`src/rtl/preg_allocator_pkg.sv`:
```
// Shared sizing constants and index types for the physical register freelist.
package preg_allocator_pkg;

    localparam int unsigned ALLOC_WIDTH            = 2;
    localparam int unsigned NUM_PREGS              = 64;
    localparam int unsigned NUM_AREGS              = 16;
    localparam int unsigned MAX_PREDICT_DEPTH      = 4;
    localparam int unsigned MAX_PREDICT_DEPTH_BITS = $clog2(MAX_PREDICT_DEPTH);
    localparam int unsigned PREG_BITS              = $clog2(NUM_PREGS);

    typedef logic [PREG_BITS-1:0] preg_t;
    typedef logic [PREG_BITS:0]   fl_ptr_t;
    typedef logic [MAX_PREDICT_DEPTH_BITS-1:0] ckpt_tag_t;

endpackage

```
`src/rtl/preg_allocator_lane_compact.sv`:
```
// Per-lane exclusive prefix count of a request mask, plus the total popcount.
module lane_compact #(
    parameter int unsigned WIDTH    = 2,
    parameter int unsigned CNT_BITS = $clog2(WIDTH + 1)
) (
    input  logic [WIDTH-1:0]               mask,
    output logic [WIDTH-1:0][CNT_BITS-1:0] offset,
    output logic [CNT_BITS-1:0]            count
);

    logic [CNT_BITS-1:0] acc;

    always_comb begin
        acc    = '0;
        offset = '0;
        for (int unsigned i = 0; i < WIDTH; i++) begin
            offset[i] = acc;
            acc       = acc + CNT_BITS'(mask[i]);
        end
        count = acc;
    end

endmodule

```
`src/rtl/preg_allocator.sv`:
```
// Circular-FIFO physical register freelist with multi-lane alloc/free and
// branch checkpoints of the head pointer.
module preg_allocator #(
    parameter int unsigned WIDTH                  = preg_allocator_pkg::ALLOC_WIDTH,
    parameter int unsigned NUM_PREGS              = preg_allocator_pkg::NUM_PREGS,
    parameter int unsigned NUM_AREGS              = preg_allocator_pkg::NUM_AREGS,
    parameter int unsigned MAX_PREDICT_DEPTH      = preg_allocator_pkg::MAX_PREDICT_DEPTH,
    parameter int unsigned MAX_PREDICT_DEPTH_BITS = $clog2(MAX_PREDICT_DEPTH),
    parameter int unsigned PREG_BITS              = $clog2(NUM_PREGS)
) (
    input  logic                              clk,
    input  logic                              reset,
    input  logic [WIDTH-1:0]                  alloc_req,
    input  logic                              alloc_valid,
    output logic                              alloc_ready,
    output logic                              alloc_out_valid,
    output logic [WIDTH-1:0][PREG_BITS-1:0]   alloc_preg,
    input  logic [WIDTH-1:0]                  free_valid,
    input  logic [WIDTH-1:0][PREG_BITS-1:0]   free_preg,
    input  logic                              checkpoint_valid,
    input  logic [MAX_PREDICT_DEPTH_BITS-1:0] checkpoint_tag,
    input  logic                              branch_shootdown,
    input  logic [MAX_PREDICT_DEPTH_BITS-1:0] shootdown_branch_tag,
    output logic [PREG_BITS:0]                num_free
);

    localparam int unsigned PTR_BITS = PREG_BITS + 1;
    localparam int unsigned CNT_BITS = $clog2(WIDTH + 1);
    localparam int unsigned NUM_INIT = NUM_PREGS - NUM_AREGS;

    typedef logic [PREG_BITS-1:0] preg_t;
    typedef logic [PTR_BITS-1:0]  ptr_t;

    preg_t fifo_q [NUM_PREGS];
    preg_t fifo_d [NUM_PREGS];
    ptr_t  ckpt_q [MAX_PREDICT_DEPTH];
    ptr_t  ckpt_d [MAX_PREDICT_DEPTH];
    ptr_t  head_q, head_d;
    ptr_t  tail_q, tail_d;
    logic  alloc_out_valid_q, alloc_out_valid_d;
    logic [WIDTH-1:0][PREG_BITS-1:0] alloc_preg_q, alloc_preg_d;

    logic [WIDTH-1:0]               req_mask;
    logic [WIDTH-1:0][CNT_BITS-1:0] alloc_off;
    logic [CNT_BITS-1:0]            alloc_cnt;
    logic [WIDTH-1:0][CNT_BITS-1:0] free_off;
    logic [CNT_BITS-1:0]            free_cnt;
    logic                           grant;

    assign req_mask = alloc_req & {WIDTH{alloc_valid}};

    lane_compact #(.WIDTH(WIDTH), .CNT_BITS(CNT_BITS)) u_alloc_compact (
        .mask   (req_mask),
        .offset (alloc_off),
        .count  (alloc_cnt)
    );

    lane_compact #(.WIDTH(WIDTH), .CNT_BITS(CNT_BITS)) u_free_compact (
        .mask   (free_valid),
        .offset (free_off),
        .count  (free_cnt)
    );

    // The wrap bit makes the modular difference distinguish full from empty.
    assign num_free    = tail_q - head_q;
    assign alloc_ready = (num_free >= ptr_t'(alloc_cnt)) && !branch_shootdown;
    assign grant       = alloc_valid && alloc_ready;

    assign alloc_out_valid = alloc_out_valid_q;
    assign alloc_preg      = alloc_preg_q;

    always_comb begin
        alloc_out_valid_d = grant;
        alloc_preg_d      = '0;
        for (int unsigned i = 0; i < WIDTH; i++) begin
            if (grant && req_mask[i]) begin
                alloc_preg_d[i] = fifo_q[preg_t'(head_q + ptr_t'(alloc_off[i]))];
            end
        end
    end

    always_comb begin
        head_d = head_q;
        if (branch_shootdown) begin
            head_d = ckpt_q[shootdown_branch_tag];
        end else if (grant) begin
            head_d = head_q + ptr_t'(alloc_cnt);
        end
        ckpt_d = ckpt_q;
        if (checkpoint_valid && !branch_shootdown) begin
            ckpt_d[checkpoint_tag] = head_d;
        end
    end

    // Frees land behind the tail; reads above use fifo_q, so they are only
    // visible to allocation from the next cycle.
    always_comb begin
        fifo_d = fifo_q;
        for (int unsigned i = 0; i < WIDTH; i++) begin
            if (free_valid[i]) begin
                fifo_d[preg_t'(tail_q + ptr_t'(free_off[i]))] = free_preg[i];
            end
        end
        tail_d = tail_q + ptr_t'(free_cnt);
    end

    always_ff @(posedge clk or posedge reset) begin
        if (reset) begin
            for (int unsigned i = 0; i < NUM_PREGS; i++) begin
                fifo_q[i] <= (i < NUM_INIT) ? preg_t'(i + NUM_AREGS) : '0;
            end
            for (int unsigned i = 0; i < MAX_PREDICT_DEPTH; i++) begin
                ckpt_q[i] <= '0;
            end
            head_q            <= '0;
            tail_q            <= ptr_t'(NUM_INIT);
            alloc_out_valid_q <= 1'b0;
            alloc_preg_q      <= '0;
        end else begin
            fifo_q            <= fifo_d;
            ckpt_q            <= ckpt_d;
            head_q            <= head_d;
            tail_q            <= tail_d;
            alloc_out_valid_q <= alloc_out_valid_d;
            alloc_preg_q      <= alloc_preg_d;
        end
    end

endmodule
```
`config.mk`:
```
export PLATFORM = sky130hd
export DESIGN_NAME = preg_allocator
export DESIGN_NICKNAME = d
export VERILOG_FILES = /design/src/rtl/preg_allocator_pkg.sv /design/src/rtl/preg_allocator_lane_compact.sv /design/src/rtl/preg_allocator.sv
export SDC_FILE = /design/constraint.sdc
export NUM_CORES = 1
export LEC_CHECK = 0
export BUFFER_PORTS_ARGS = -buffer_cell sky130_fd_sc_hd__buf_4
export CAP_MARGIN = 20
export CELL_PAD_IN_SITES_DETAIL_PLACEMENT = 2
export CELL_PAD_IN_SITES_GLOBAL_PLACEMENT = 2
export CORE_ASPECT_RATIO = 1.4
export CORE_MARGIN = 3
export CORE_UTILIZATION = 35
export DETAILED_ROUTE_END_ITERATION = 7
export PLACE_DENSITY_LB_ADDON = 0.05
export SYNTH_ARGS = -nofsm -noshare
export SYNTH_HDL_FRONTEND = slang
export SYNTH_SLANG_ARGS = --single-unit
export TNS_END_PERCENT = 5
```
`constraint.sdc`:
```
create_clock -name clk -period 30.8 [get_ports clk]
set_input_delay 3.08 -clock clk [delete_from_list [all_inputs] [get_ports clk]]
set_output_delay 3.08 -clock clk [all_outputs]
set_load 0.01 [all_outputs]
```
; ---- Word-level counts from Yosys, hierarchy flattened
; Cells that the tools add are included.
[op_classes]
addsub = 7
order_cmp = 10
n_mux = 24
bitwise = 7
n_reduce_logical = 9
[ops]
columns = op, n
row1 = bitwise mux 384 bit, 2
row2 = 2-to-1 mux 384 bit, 2
row3 = binary-select mux 6 bit (select 6 bit), 2
row4 = demux 6 bit (select 6 bit), 2
row5 = 2-to-1 mux 6 bit, 8
row6 = 2-to-1 mux 7 bit, 5
row7 = bitwise mux 28 bit, 1
row8 = >= comparator 7 bit (second input constant), 4
row9 = NOT 6 -> 7 bit, 4
row10 = adder 7 x 2 -> 7 bit, 2
row11 = binary-select mux 7 bit (select 2 bit), 1
row12 = demux 7 bit (select 2 bit), 1
row13 = < comparator 7 x 1 -> 1 bit (second input constant), 2
row14 = adder 6 x 1 -> 6 bit, 2
row15 = logical AND 1 bit, 8
row16 = >= comparator 7 x 2 -> 1 bit, 1
row17 = subtractor 7 bit, 1
row18 = >= comparator 3 bit (second input constant), 2
row19 = NOT 2 -> 3 bit, 2
row20 = adder 1 x 1 -> 2 bit, 2
row21 = < comparator 3 x 1 -> 1 bit (second input constant), 1
row22 = AND 2 bit, 1
row23 = logical NOT 1 bit, 1
[word_totals]
ff_bits = 439
input_bits = 25
output_inout_bits = 21
word_cells = 130

; ---- Logic depth before layout (Yosys ltp)
[logic_depth]
word_depth = 9
depth_mapped = 14
ltp_nobuf = 10

; ---- By module
; From an unflattened synthesis, not the netlist that was laid out.
[hier_totals]
hier_cells = 2581
hier_area_um2 = 28108.2
[by_module_without_submodules]
columns = mod, n_inst, cells_each, area_per_inst_um2, seq_area_each_um2
row1 = preg_allocator, 1, 2569, 28015.6, 11188.2
row2 = lane_compact, 2, 6, 46.3, 0.0

; ---- Worst setup path after synthesis
; No wires, ideal clock.
[synth_timing]
path_kind = input port to output port
from = in alloc_req[1]
to = out alloc_ready
arrival_time_ns = 4.961
setup_slack_ns = 22.759
stages = 9
path_cell_list = and2_1 > ha_1 > ha_1 > nand2b_1 > a211o_1 > nor3_1 > buf_2 > and2_4 > nor2_1
[synth_via]
elab_chain_len = 4
[synth_lines]
columns = item, line_no
row1 = start: declaration, preg_allocator.sv:13  ; input logic [WIDTH-1:0] alloc_req,
row2 = AND 2 bit, preg_allocator.sv:50  ; assign req_mask = alloc_req & {WIDTH{alloc_valid}};
row3 = adder 1 x 1 -> 2 bit, preg_allocator_lane_compact.sv:18  ; acc = acc + CNT_BITS'(mask[i]);
row4 = >= comparator 7 x 2 -> 1 bit, preg_allocator.sv:66  ; assign alloc_ready = (num_free >= ptr_t'(alloc_cnt)) && !branch_shootdown;
row5 = logical AND 1 bit, preg_allocator.sv:66
row6 = end: declaration, preg_allocator.sv:15  ; output logic alloc_ready,
; No other way between the ends.

; ---- Final worst setup path
[layout_timing]
from = in alloc_valid
to = out alloc_ready
[layout_via]
elab_chain_len = 4
[layout_lines]
columns = item, line_no
row1 = start: declaration, preg_allocator.sv:14  ; input logic alloc_valid,
row2 = AND 2 bit, preg_allocator.sv:50
row3 = adder 1 x 1 -> 2 bit, preg_allocator_lane_compact.sv:18
row4 = >= comparator 7 x 2 -> 1 bit, preg_allocator.sv:66
row5 = logical AND 1 bit, preg_allocator.sv:66
; No other way between the ends.

==> flow_summary.yaml <==
power_and_ir_drop:
  power.total_mw: 3.360
  p_leak_nw: 12.41
  irDropWorstVdd_mv: 0.05033
  p_per_area_nw_per_um2: 108.3
  switchingPower_mw: 1.405
  p_clk_share_pct: 19.0
  p_sw_share_pct: 41.83
  seq_power_share_pct: 33.4
  p_int_mw: 1.955
  pwr-share-comb_pct: 47.6
grt:
  grt_pass1_wl_um: 173500
  grt_overflow: 0
  grt_usage_pct: 28.00
  grt_max_degree: 117
  antenna_found_initial: 4
  grt_pass1_vias: 24250
clock_network:
  clkLatencyLatePin_ps: 630
  cts_setup_buffers: 0
  cts_num_sinks: 439
  clockBufferDepth: 3
  cts_tree: "built"
  cts_buffers: 52
  cts_hold_buffers: 0
  cts_resized: 0
  htree_levels: 2
  clkTransAtPathRegs_ps: 60
  clockRootBuffer: "clkbuf_16"
layout:
  stdcell_count: 3590
  diodes: 0
  drive_above_1_share_pct: 31.39
  fin_nets: 2536
  area_delta_synth_final_pct: 9.988
  final_area_sq_um: 31010
routing:
  via_count: 21610
  viasPerCell: 6.019
  wirelength_um: 116200
  drt_iter0_drc: 1213
  drc: 0
  wl_per_cell_um: 32.37
  first_pass_iters: 4
  antenna_left: 0
logic_synthesis:
  synthFlopType: "dfrtp_1"
  yosys.cell_count.top_type: "nand2_1"
  synth_top_cell_by_area: "dfrtp_1"
  yosysSeqAreaShare_pct: 39.68
  synthArstFlopShare_pct: 100.0
  syn-cell-area_sq_um: 28200
  ys_ff_latch: 439
  yosys-top-cells-area: "dfrtp_1, mux4_2, dfstp_2"
  syn_avg_cell_area_sq_um: 10.93
  postSynthCellCount: 2581
  synth_nets: 2625
  yosys_warnings: 0
  synth_cell_types: 64
  synth_common_cells: "nand2_1, mux2i_1, o21ai_0"
  synth_edf_count: 0
  yosysTopAreaCellShare_pct: 24.58
sta:
  fmax_mhz: 114.5
  final-max-slew-violation-count: 0
  worst_slew_margin_rel_pct: 23.64
  finalCritPeriodShare_pct: 28.34
  worstMarginPinSlew_ps: 1142
  rsz0062_at_grt: "false"
  skew_ps: 21.00
  tns_ps: 0
  setup_viol: 0
  min_period_ps: 8730
  worst_slack_ps: 22070
  hold_viol_final: 0
placed_design:
  dp_cells: 3489
  placed_area_sq_um: 29290
  pre_cts_ws_ps: 22090
  hpwl_um: 77290
  io_buffers: 45
  gp_congestion: 0.8639
critical_path:
  worstReg2RegStart: "head_q[0]"
  rrSetupSlack_ps: 26300
  arrival_ps: 5650
  crit_type: "input pin to output port"
  r2r_cells: 8
  r2r-end: "alloc_preg[11]"
  crit_required_ps: 27720
  critical_path.endpoint_type: "output port"
  crit_fanout: 11
  critPathLaunchType: "input pin"
hold_path:
  min-delay-start: "ckpt_q[5]"
  hold_class: "flop to flop"
  hold_path_depth: 2
  whs_endpoint: "ckpt_q[5]"
die:
  num_rows: 122
  dieHeight_um: 341.8
  start_util_pct: 35.46
  die_w_um: 245.9
  dieArea_sq_um: 84060
  io_pins: 46
  core_area_sq_um: 79530
flow_run:
  maxCapViolCount: 0
run_status:
  status: "complete, no violations"
[area by class of cell]
cell class	instances	area, sq um
multi-input cells	1894	16070
clock inverters	20	160.2
well taps	1054	1319
flip-flops and latches	439	11200
repair buffers	86	645.6
fillers	8232	48510
inverters	19	78.83
clock buffers	78	1540
[cells in the final DEF (no fill, tap or decap), types with 6 or more instances in the layout]
cell,Yosys,routed
dfstp_2,162,162
clkbuf_16,0,53
nor2b_1,8,8
o21ai_0,302,301
a21oi_1,47,47
mux2i_1,321,321
dfrtp_1,277,274
clkbuf_8,0,12
nand4_1,7,7
nand2_1,454,454
a221oi_1,15,15
clkbuf_1,163,13
nor2_1,127,127
nor3_2,5,6
nand2b_1,7,7
and2_1,6,6
mux2_2,192,192
nand3_1,52,52
o21ai_1,6,7
xor2_1,8,7
nor2_2,16,16
buf_4,8,86
o21a_1,8,8
xnor2_1,15,14
mux4_2,212,212
ha_1,16,14
clkinv_2,0,15
inv_1,14,13
[cells by family (layout without fill, tap and decap cells)]
logic type	Yosys count	in the layout	synth area share, %
compound gates	410	410	8.071
buf+inv	248	203	3.625
xor+xnor	28	28	1.003
mux	726	726	36.05
fa+ha+maj	19	19	0.9229
flops	439	439	39.68
simple gates	711	711	10.65
[per-layer routing]
| layer | track usage, % | routed length, um | part of all wire [%] | vias to the layer above |
|---|---|---|---|---|
| li1 | - | - | - | 9169 |
| met1 | 36.03 | 49580 | 43 | 11820 |
| met2 | 49.09 | 58900 | 51 | 435 |
| met3 | 3.214 | 3649 | 3.1 | 181 |
| met4 | 8.900 | 4069 | 3.5 | 2 |
| met5 | 0 | 13 | 0.011 | - |
[critical path, stage by stage]
cell and delay, ps:
buf_4 140, and2_1 190, ha_1 320, ha_1 270, nand2b_1 140, a211o_1 300, nor3_2 690, and2_4 310
nor2_1 60, buf_4 150
[power groups by stage]
stage | Clock [mW] | Combinational, mW | Sequential [mW]
after detailed placement | 0 | 1.60 | 1.12
final | 0.638 | 1.60 | 1.12
after global routing | 0.674 | 1.71 | 1.15
after floorplan | 0 | 1.12 | 0.994
after CTS | 0.655 | 1.60 | 1.12
after global placement | 0 | 1.55 | 1.10
[registers in the layout, indices dropped and copies added (netlist names)]
name / flops
alloc_out_valid: 1
fifo_q: 384
head_q: 7
ckpt_q: 28
alloc_preg: 12
tail_q: 7
[worst max path at each step]
stage | from | depth (start not counted) | endpoint
floorplan | reset | 1 | alloc_out_valid
CTS | alloc_valid | 10 | alloc_ready
global placement | alloc_valid | 10 | alloc_ready
global route | alloc_valid | 10 | alloc_ready
finish | alloc_valid | 10 | alloc_ready
detailed placement | alloc_valid | 10 | alloc_ready
[through the flow]
stage          hold WS (ps)  util [%]
6_report              485.4     39.00
4_1_cts               494.9     38.97
3_3_place_gp          463.4     36.83
2_1_floorplan         444.8         -
3_5_place_dp          477.7     36.83
5_1_grt               518.3     39.00
No activity file was read; power rests on OpenSTA's default activity.
